===== src/rtl/countdown_timer.sv =====
// H:M:S countdown timer with LOAD/START/PAUSE control and a one-cycle done pulse at 00:00:00.
// Define COUNTDOWN_AUTO_RELOAD_EN to reload the last accepted LOAD value on expiry and keep running.
module countdown_timer #(
    parameter int CLOCK_FREQ = 50000000
) (
    input  logic       CLK,
    input  logic       RST,
    input  logic       LOAD,
    input  logic [7:0] load_seconds,
    input  logic [7:0] load_minutes,
    input  logic [7:0] load_hours,
    input  logic       START,
    input  logic       PAUSE,
    output logic [7:0] seconds,
    output logic [7:0] minutes,
    output logic [7:0] hours,
    output logic       running,
    output logic       expired,
    output logic       done,
    output logic       load_err
);

    localparam int PW = (CLOCK_FREQ > 1) ? $clog2(CLOCK_FREQ) : 1;
    localparam logic [PW-1:0] PRESC_TC = PW'(CLOCK_FREQ - 1);

    localparam logic [1:0] S_IDLE    = 2'd0;
    localparam logic [1:0] S_RUN     = 2'd1;
    localparam logic [1:0] S_PAUSED  = 2'd2;
    localparam logic [1:0] S_EXPIRED = 2'd3;

    logic [1:0]    state;
    logic [PW-1:0] presc;
    logic          load_ok;
    logic          tick;
    logic [23:0]   dec_next;
    logic          at_zero;
    logic          time_nz;
    logic [23:0]   reload_hms;
    logic          reload_en;

    // Borrow chain: seconds first, then minutes, then hours; never goes below 00:00:00.
    function automatic logic [23:0] dec_hms(input logic [7:0] h, input logic [7:0] m,
                                            input logic [7:0] s);
        if (s != 8'd0)
            return {h, m, s - 8'd1};
        else if (m != 8'd0)
            return {h, m - 8'd1, 8'd59};
        else if (h != 8'd0)
            return {h - 8'd1, 8'd59, 8'd59};
        else
            return 24'd0;
    endfunction

    assign load_ok  = (load_seconds < 8'd60) && (load_minutes < 8'd60) && (load_hours < 8'd24);
    assign tick     = (state == S_RUN) && (presc == PRESC_TC);
    assign dec_next = dec_hms(hours, minutes, seconds);
    assign at_zero  = (dec_next == 24'd0);
    assign time_nz  = |{hours, minutes, seconds};
    assign running  = (state == S_RUN);
    assign expired  = (state == S_EXPIRED);

`ifdef COUNTDOWN_AUTO_RELOAD_EN
    always_ff @(posedge CLK) begin
        if (RST)
            reload_hms <= 24'd0;
        else if (LOAD && load_ok)
            reload_hms <= {load_hours, load_minutes, load_seconds};
    end
    assign reload_en = (reload_hms != 24'd0);
`else
    assign reload_hms = 24'd0;
    assign reload_en  = 1'b0;
`endif

    always_ff @(posedge CLK) begin
        if (RST) begin
            state    <= S_IDLE;
            presc    <= '0;
            seconds  <= 8'd0;
            minutes  <= 8'd0;
            hours    <= 8'd0;
            done     <= 1'b0;
            load_err <= 1'b0;
        end else begin
            done     <= 1'b0;
            load_err <= 1'b0;
            if (LOAD) begin
                // A rejected load freezes the whole timer for that cycle.
                if (load_ok) begin
                    {hours, minutes, seconds} <= {load_hours, load_minutes, load_seconds};
                    presc <= '0;
                    state <= S_IDLE;
                end else begin
                    load_err <= 1'b1;
                end
            end else begin
                case (state)
                    S_IDLE: begin
                        if (START && time_nz) begin
                            state <= S_RUN;
                            presc <= '0;
                        end
                    end
                    S_RUN: begin
                        // PAUSE beats a coincident tick; the prescaler stays at terminal count.
                        if (PAUSE) begin
                            state <= S_PAUSED;
                        end else if (tick) begin
                            presc <= '0;
                            if (at_zero && reload_en) begin
                                {hours, minutes, seconds} <= reload_hms;
                                done <= 1'b1;
                            end else begin
                                {hours, minutes, seconds} <= dec_next;
                                if (at_zero) begin
                                    done  <= 1'b1;
                                    state <= S_EXPIRED;
                                end
                            end
                        end else begin
                            presc <= presc + 1'b1;
                        end
                    end
                    S_PAUSED: begin
                        if (START)
                            state <= S_RUN;
                    end
                    default: begin
                    end
                endcase
            end
        end
    end

endmodule

===== config.mk =====
export PLATFORM = sky130hd
export DESIGN_NAME = countdown_timer
export DESIGN_NICKNAME = d
export VERILOG_FILES = /design/src/rtl/countdown_timer.sv
export SDC_FILE = /design/constraint.sdc
export NUM_CORES = 1
export LEC_CHECK = 0
export ABC_AREA = 1
export CORE_AREA = 5 5 120 122
export CTS_CLUSTER_DIAMETER = 40
export CTS_CLUSTER_SIZE = 40
export DETAILED_ROUTE_END_ITERATION = 7
export DIE_AREA = 0 0 125 127
export PLACE_DENSITY = 0.48
export RECOVER_POWER = 100
export SETUP_SLACK_MARGIN = 0.02
export SLEW_MARGIN = 20
export SYNTH_ARGS = -nofsm -noshare
export SYNTH_HDL_FRONTEND = slang
export SYNTH_SLANG_ARGS = --single-unit

===== constraint.sdc =====
create_clock -name CLK -period 3.2 [get_ports CLK]
set_clock_uncertainty 0.1 [all_clocks]
set_input_delay 0.64 -clock CLK [delete_from_list [all_inputs] [get_ports CLK]]
set_output_delay 0.64 -clock CLK [all_outputs]
set_load 0.01 [all_outputs]

==> results of run 1 <==
[power breakdown]
part	switching, mW	internal [mW]	total, mW
Clock	0.278	0.356	0.634
Sequential	0.00646	0.678	0.685
Combinational	0.146	0.0904	0.237
Total	0.431	1.12	1.56
[sequential cells by signal (all words and copies together), names as in the netlist]
register	count
minutes	8
load_err	1
hours	8
state	2
done	1
seconds	8
presc	26
[worst min-delay path by stage]
stage | startpoint | end | slack, ns | depth (start not counted)
after floorplan | presc[0] | presc[0] | 0.37 | 2
after global placement | hours[1] | hours[1] | 0.38 | 2
after detailed placement | hours[1] | hours[1] | 0.38 | 2
after CTS | hours[1] | hours[1] | 0.39 | 2
after global routing | hours[1] | hours[1] | 0.43 | 2
final | hours[1] | hours[1] | 0.38 | 2
[synthesized netlist by cell type (all sizes together)]
cell type | number | area, um^2
a221oi | 3 | 45.0
nor3b | 1 | 12.5
clkbuf | 9 | 33.8
dfxtp | 54 | 1080
buf | 9 | 81.3
inv | 90 | 343
nor2 | 84 | 423
clkinv | 1 | 3.75
a31oi | 2 | 12.5
o21bai | 1 | 7.51
nor4 | 8 | 65.1
nand3b | 1 | 20.0
xor2 | 9 | 78.8
a211oi | 5 | 47.5
o211ai | 8 | 60.1
nand3 | 59 | 343
a21oi | 49 | 249
ha | 5 | 62.6
or2 | 1 | 6.26
nor3 | 24 | 136
nand4 | 26 | 178
nand2 | 151 | 629
a41oi | 1 | 8.76
o21ai | 36 | 203
o21a | 2 | 15.0
[worst max-delay path: cells and delay by family (launching register included)]
family                     cells  cell delay (ns)
DFF                            1             0.35
buffers and inverters          1             0.17
adders and majority gates      1             0.22
and+or+nand+nor               14             1.92
[area by class of cell]
cell class	count	area, um^2
fillers	1419	8110
flip-flops and latches	54	1080
inverters	91	347
well taps	176	220
clock buffers	8	166
multi-input cells	476	2540
repair buffers	64	614
[stage by stage]
step	setup WS [ns]	total power, mW	cell area [um^2]
2_1_floorplan	1.05	0.854	4150
3_3_place_gp	0.297	0.947	4870
3_5_place_dp	0.184	0.945	4870
4_1_cts	0.511	1.58	5040
5_1_grt	0.143	1.63	4970
6_report	0.366	1.56	4970
[layer usage]
metal / vias to the layer above / wire, um / global-route usage, %
li1: 2228 / - / -
met1: 1958 / 6750 / 23.7
met2: 117 / 5750 / 26.7
met3: 11 / 639 / 3.21
met4: 0 / 166 / 3.95
met5: - / 0 / 0
[cell families after synthesis]
| group | share of synthesized area, % |
|---|---|
| compound gates | 15.6 |
| xor+xnor | 1.90 |
| fa+ha+maj | 1.51 |
| buf+inv | 11.1 |
| flops | 26.1 |
| simple gates | 43.7 |
==> reports/metrics.cfg, run 1 <==
[placement]
place_congestion = 0.889
port_buffers = 56
hpwlAfterDp_mm = 10.3
placedCellCount = 861

[grt]
grt_max_degree = 42
grt_use_total_pct = 16.8
grt_pass1_vias = 4040
grt_pass1_wl_mm = 21.9
antenna_found_initial = 0
overflow = 0

[route]
dr_total_vias = 4314
ant_nets = 0
wire_per_inst_um = 15.3
drt_iter0_drc = 324
wl_mm = 13.3
firstDrtPassIters = 5
via_per_inst = 4.96
drc = 0

[worst_setup_path]
worst_setup_path_start_kind = flop
reg2reg_to = state[0]
worst-r2r-cell-count = 16
path_class = reg -> reg
endpoint_kind = flop
crit_end = state[0]
crit_chain = inv_1 -> ha_1 -> nand3_4 -> nor2_4 -> nand3_1 -> nand3_1 -> nand2_1 -> nor2_1 -> nand3_1 -> nor2_1 -> nand3_1 -> nand2_1 -> nand2_2 -> nand2_1 -> nand2_1 -> nor2_1
crit_slowest_cell = nor2_4
cp.required_ns = 3.34
cpPeakStageDelay_ns = 0.45
cp-startpoint = seconds[0]
critPathArrivalTime_ns = 2.98
reg2reg_slack_ns = 0.37
r2r-start = seconds[0]
cp_max_fo = 18

[sta]
slew_violations = 0
fin_tns_setup_ns = 0
timing.final.hold_violations = 0
slew_headroom_pct = 38.5
layout_min_cycle_time_ns = 2.83
rsz0062_at_grt = no
fmax_mhz = 353
tightestPinTransition_ns = 0.922
setup_viol_count_final = 0
hold_slack_ns = 0.384
fin_crit_sh_pct = 88.6

[cells_and_area]
fin_util_pct = 38.0
num_antenna_cells = 0
layout_commonest_cell = nand2_1
drive_gt1_share_pct = 11.0
finalNetCount = 726
instances_no_fill = 869
syn2layout_area_growth_pct = 19.9
final_cell_mix = nand2_1, inv_1, nor2_1, nand3_1, dfxtp_1

[clock_tree]
numCtsBuffers = 5
clock_latency_ns = 0.31
cts.path.max_buffers = 2
cts_resized = 0
cts_tree = done
post_cts_buffers = 0
root_buffer = clkbuf_16
htree_levels = 2
ctsHoldBuffers = 0
clock-sinks = 54
clk_pin_slew_ns = 0.08

[logic_synthesis]
syn_area_mm2 = 0.00415
seq_area_frac_synth_pct = 26.1
synth_cell_types = 46
ys_ff_latch = 54
synth_warnings = 0
avgSynthCellArea_um2 = 6.49
synth_fp_nets = 673
synth_cells = 639

[floorplanning]
rows = 42
core_mm2 = 0.0131
ios = 57
dieWidth_um = 125
die_h_um = 127
initial_core_util_pct = 31.7
die_area_mm2 = 0.0159

[run_status]
status = complete, no violations

[power_and_ir_drop]
leakage_nw = 2.11
ir_worst_vdd_v = 0.000230
p_per_area_mw_per_mm2 = 313

[job]
cap_violations = 0

[worst_hold_path]
hold_path_class = reg -> reg

No activity file was read; power rests on OpenSTA's default activity.
==> run 2, diff against run 1 <==
--- a/config.mk
+++ b/config.mk
@@ -6,8 +6,9 @@
 export NUM_CORES = 1
 export LEC_CHECK = 0
 export ABC_AREA = 1
+export CAP_MARGIN = 20
 export CORE_AREA = 5 5 120 122
-export CTS_CLUSTER_DIAMETER = 40
+export CTS_CLUSTER_DIAMETER = 200
 export CTS_CLUSTER_SIZE = 40
 export DETAILED_ROUTE_END_ITERATION = 7
 export DIE_AREA = 0 0 125 127
==> results of run 2 <==
No change in the layout: final DEF, timing and power equal those of run 1.
==> run 3, diff against run 2 <==
--- a/config.mk
+++ b/config.mk
@@ -7,11 +7,12 @@
 export LEC_CHECK = 0
 export ABC_AREA = 1
 export CAP_MARGIN = 20
-export CORE_AREA = 5 5 120 122
+export CORE_AREA = 2 2 117 119
+export CTS_BUF_LIST = sky130_fd_sc_hd__clkbuf_8
 export CTS_CLUSTER_DIAMETER = 200
 export CTS_CLUSTER_SIZE = 40
 export DETAILED_ROUTE_END_ITERATION = 7
-export DIE_AREA = 0 0 125 127
+export DIE_AREA = 0 0 119 121
 export PLACE_DENSITY = 0.48
 export RECOVER_POWER = 100
 export SETUP_SLACK_MARGIN = 0.02
==> reports/metrics.cfg, run 3 (synthesis results as in run 1) <==
[power_and_ir_drop]
p_clk_share_pct = 34.9  ; -5.9 points
pwr-share-comb_pct = 16.7  ; +1.5 points
leakage_nw = 2.12  ; +0.41%
p_sw_share_pct = 29.4  ; +1.8 points
ir_worst_vdd_v = 0.000142  ; -39%
p_per_area_mw_per_mm2 = 288  ; -8.0%
total_power_mw = 1.42  ; -9.0%
p_seq_share_pct = 48.4  ; +4.4 points
power_switching_mw = 0.417  ; -3.2%
intPower_mw = 0.999  ; -11%

[sta]
slew_headroom_pct = 42.3  ; +3.8 points
hold_slack_ns = 0.400  ; +0.0159 ns
slew_violations = 0  ; unchanged
fin_tns_setup_ns = 0  ; unchanged
setup_viol_count_final = 0  ; unchanged
layout_min_cycle_time_ns = 2.82  ; -0.0126 ns
rsz0062_at_grt = no
fmax_mhz = 354  ; +0.45%
timing.final.hold_violations = 0  ; unchanged
tightestPinTransition_ns = 0.865  ; -0.0570 ns
fin_crit_sh_pct = 88.2  ; -0.39 points

[placement]
port_buffers = 56  ; unchanged
hpwlAfterDp_mm = 10.4  ; +0.61%
place_congestion = 0.912  ; +2.7%

[cells_and_area]
fillCellCount = 1417  ; -0.14%
largest_reg_flops = 26  ; unchanged
num_antenna_cells = 0  ; unchanged
final_cell_mix = nand2_1, inv_1, nor2_1, dfxtp_1, nand3_1
syn2layout_area_growth_pct = 18.7
layout_commonest_cell = nand2_1
finalNetCount = 724  ; -0.28%
fin_util_pct = 37.6  ; -0.40 points
drive_gt1_share_pct = 10.7  ; -0.26 points
regMostFlops = presc

[clock_tree]
ctsHoldBuffers = 0  ; unchanged
cts_tree = done
cts.path.max_buffers = 2  ; unchanged
numCtsBuffers = 5  ; unchanged
post_cts_buffers = 0  ; unchanged
clk_pin_slew_ns = 0.12  ; +0.04 ns
clock_latency_ns = 0.34  ; +0.03 ns
cts_resized = 0  ; unchanged
root_buffer = clkbuf_8
htree_levels = 2  ; unchanged
clock-sinks = 54  ; unchanged

[worst_setup_path]
path_class = reg -> reg
worst-r2r-cell-count = 14  ; -2
reg2reg_to = presc[11]
endpoint_kind = flop
reg2reg_slack_ns = 0.38  ; about the same
crit_end = presc[11]
cp_max_fo = 14  ; -4
worst_setup_path_start_kind = flop
cp.required_ns = 3.32  ; -0.02 ns
r2r-start = seconds[0]
cp-startpoint = seconds[0]
critPathArrivalTime_ns = 2.94  ; -0.04 ns

[route]
firstDrtPassIters = 6  ; +1
ant_nets = 0  ; unchanged
via_per_inst = 5.10  ; +2.7%
drc = 0  ; unchanged
dr_total_vias = 4421  ; +2.5%
wl_mm = 13.5  ; +1.1%
drt_iter0_drc = 365  ; +13%
wire_per_inst_um = 15.5  ; +1.4%

[grt]
grt_use_total_pct = 19.1  ; +2.3 points
antenna_found_initial = 0  ; unchanged
grt_pass1_wl_mm = 21.7  ; -1.0%
overflow = 0  ; unchanged
grt_max_degree = 42  ; unchanged
grt_pass1_vias = 3988  ; -1.3%

[job]
cap_violations = 0  ; unchanged

[run_status]
status = complete, no violations

[floorplanning]
dieWidth_um = 119  ; -4.8%
core_mm2 = 0.0131  ; unchanged
die_h_um = 121  ; -4.7%
ios = 57  ; unchanged
die_area_mm2 = 0.0144  ; -9.3%
initial_core_util_pct = 31.7  ; unchanged
rows = 42  ; unchanged

[worst_hold_path]
hold_path_class = reg -> reg

==> run 3: worst min-delay path by stage <==
| stage | from | end | slack, ns | cells past startpoint |
|---|---|---|---|---|
| after floorplan | presc[0] | presc[0] | 0.37 | 2 |
| after global placement | hours[1] | hours[1] | 0.38 | 2 |
| after detailed placement | hours[1] | hours[1] | 0.39 | 2 |
| after CTS | hours[1] | hours[1] | 0.41 | 2 |
| after global routing | hours[1] | hours[1] | 0.44 | 2 |
| final | hours[1] | hours[1] | 0.40 | 2 |
==> run 3: routing by layer <==
metal	share of wire [%]	up-vias	global-route usage [%]
li1	-	2224	-
met1	51	2066	28.1
met2	44	121	29.3
met3	4.1	10	2.40
met4	1.0	0	5.13
met5	0	-	0
==> run 3: power by group through the flow <==
stage / combinational (mW) / clock (mW) / sequential (mW)
6_report: 0.236 / 0.494 / 0.685
5_1_grt: 0.262 / 0.547 / 0.687
4_1_cts: 0.243 / 0.518 / 0.685
3_5_place_dp: 0.242 / 0 / 0.701
3_3_place_gp: 0.242 / 0 / 0.701
2_1_floorplan: 0.155 / 0 / 0.700
==> run 3: final cells by class <==
type                    count  area, um^2  area share (%)
clock buffers               5        68.8            1.40
clock inverters             3        40.0           0.814
inverters                  91         347            7.05
multi-input cells         476        2560            52.1
flip-flops and latches     54        1080            22.0
well taps                 176         220            4.48
repair buffers             62         599            12.2
==> run 3: per-stage QoR <==
stage | setup slack, ns | cell area, um^2 | std cells
finish | 0.378 | 4920 | 867
global route | 0.146 | 4920 | 867
CTS | 0.500 | 4960 | 867
detailed placement | 0.242 | 4860 | 859
global placement | 0.326 | 4860 | 859
floorplan | 1.05 | 4150 | 639
==> run 3: worst max-delay path, stage by stage (launching register included) <==
cell and delay [ns]:
dfxtp_1 0.42, inv_1 0.14, ha_1 0.25, nand3_4 0.10
inv_1 0.05, nand2_2 0.27, nor2_1 0.15, nand3_2 0.17
nand2_2 0.08, nand4_4 0.08, nand2_4 0.12, o21ai_4 0.39
inv_4 0.11, o21ai_0 0.14, a21oi_1 0.10
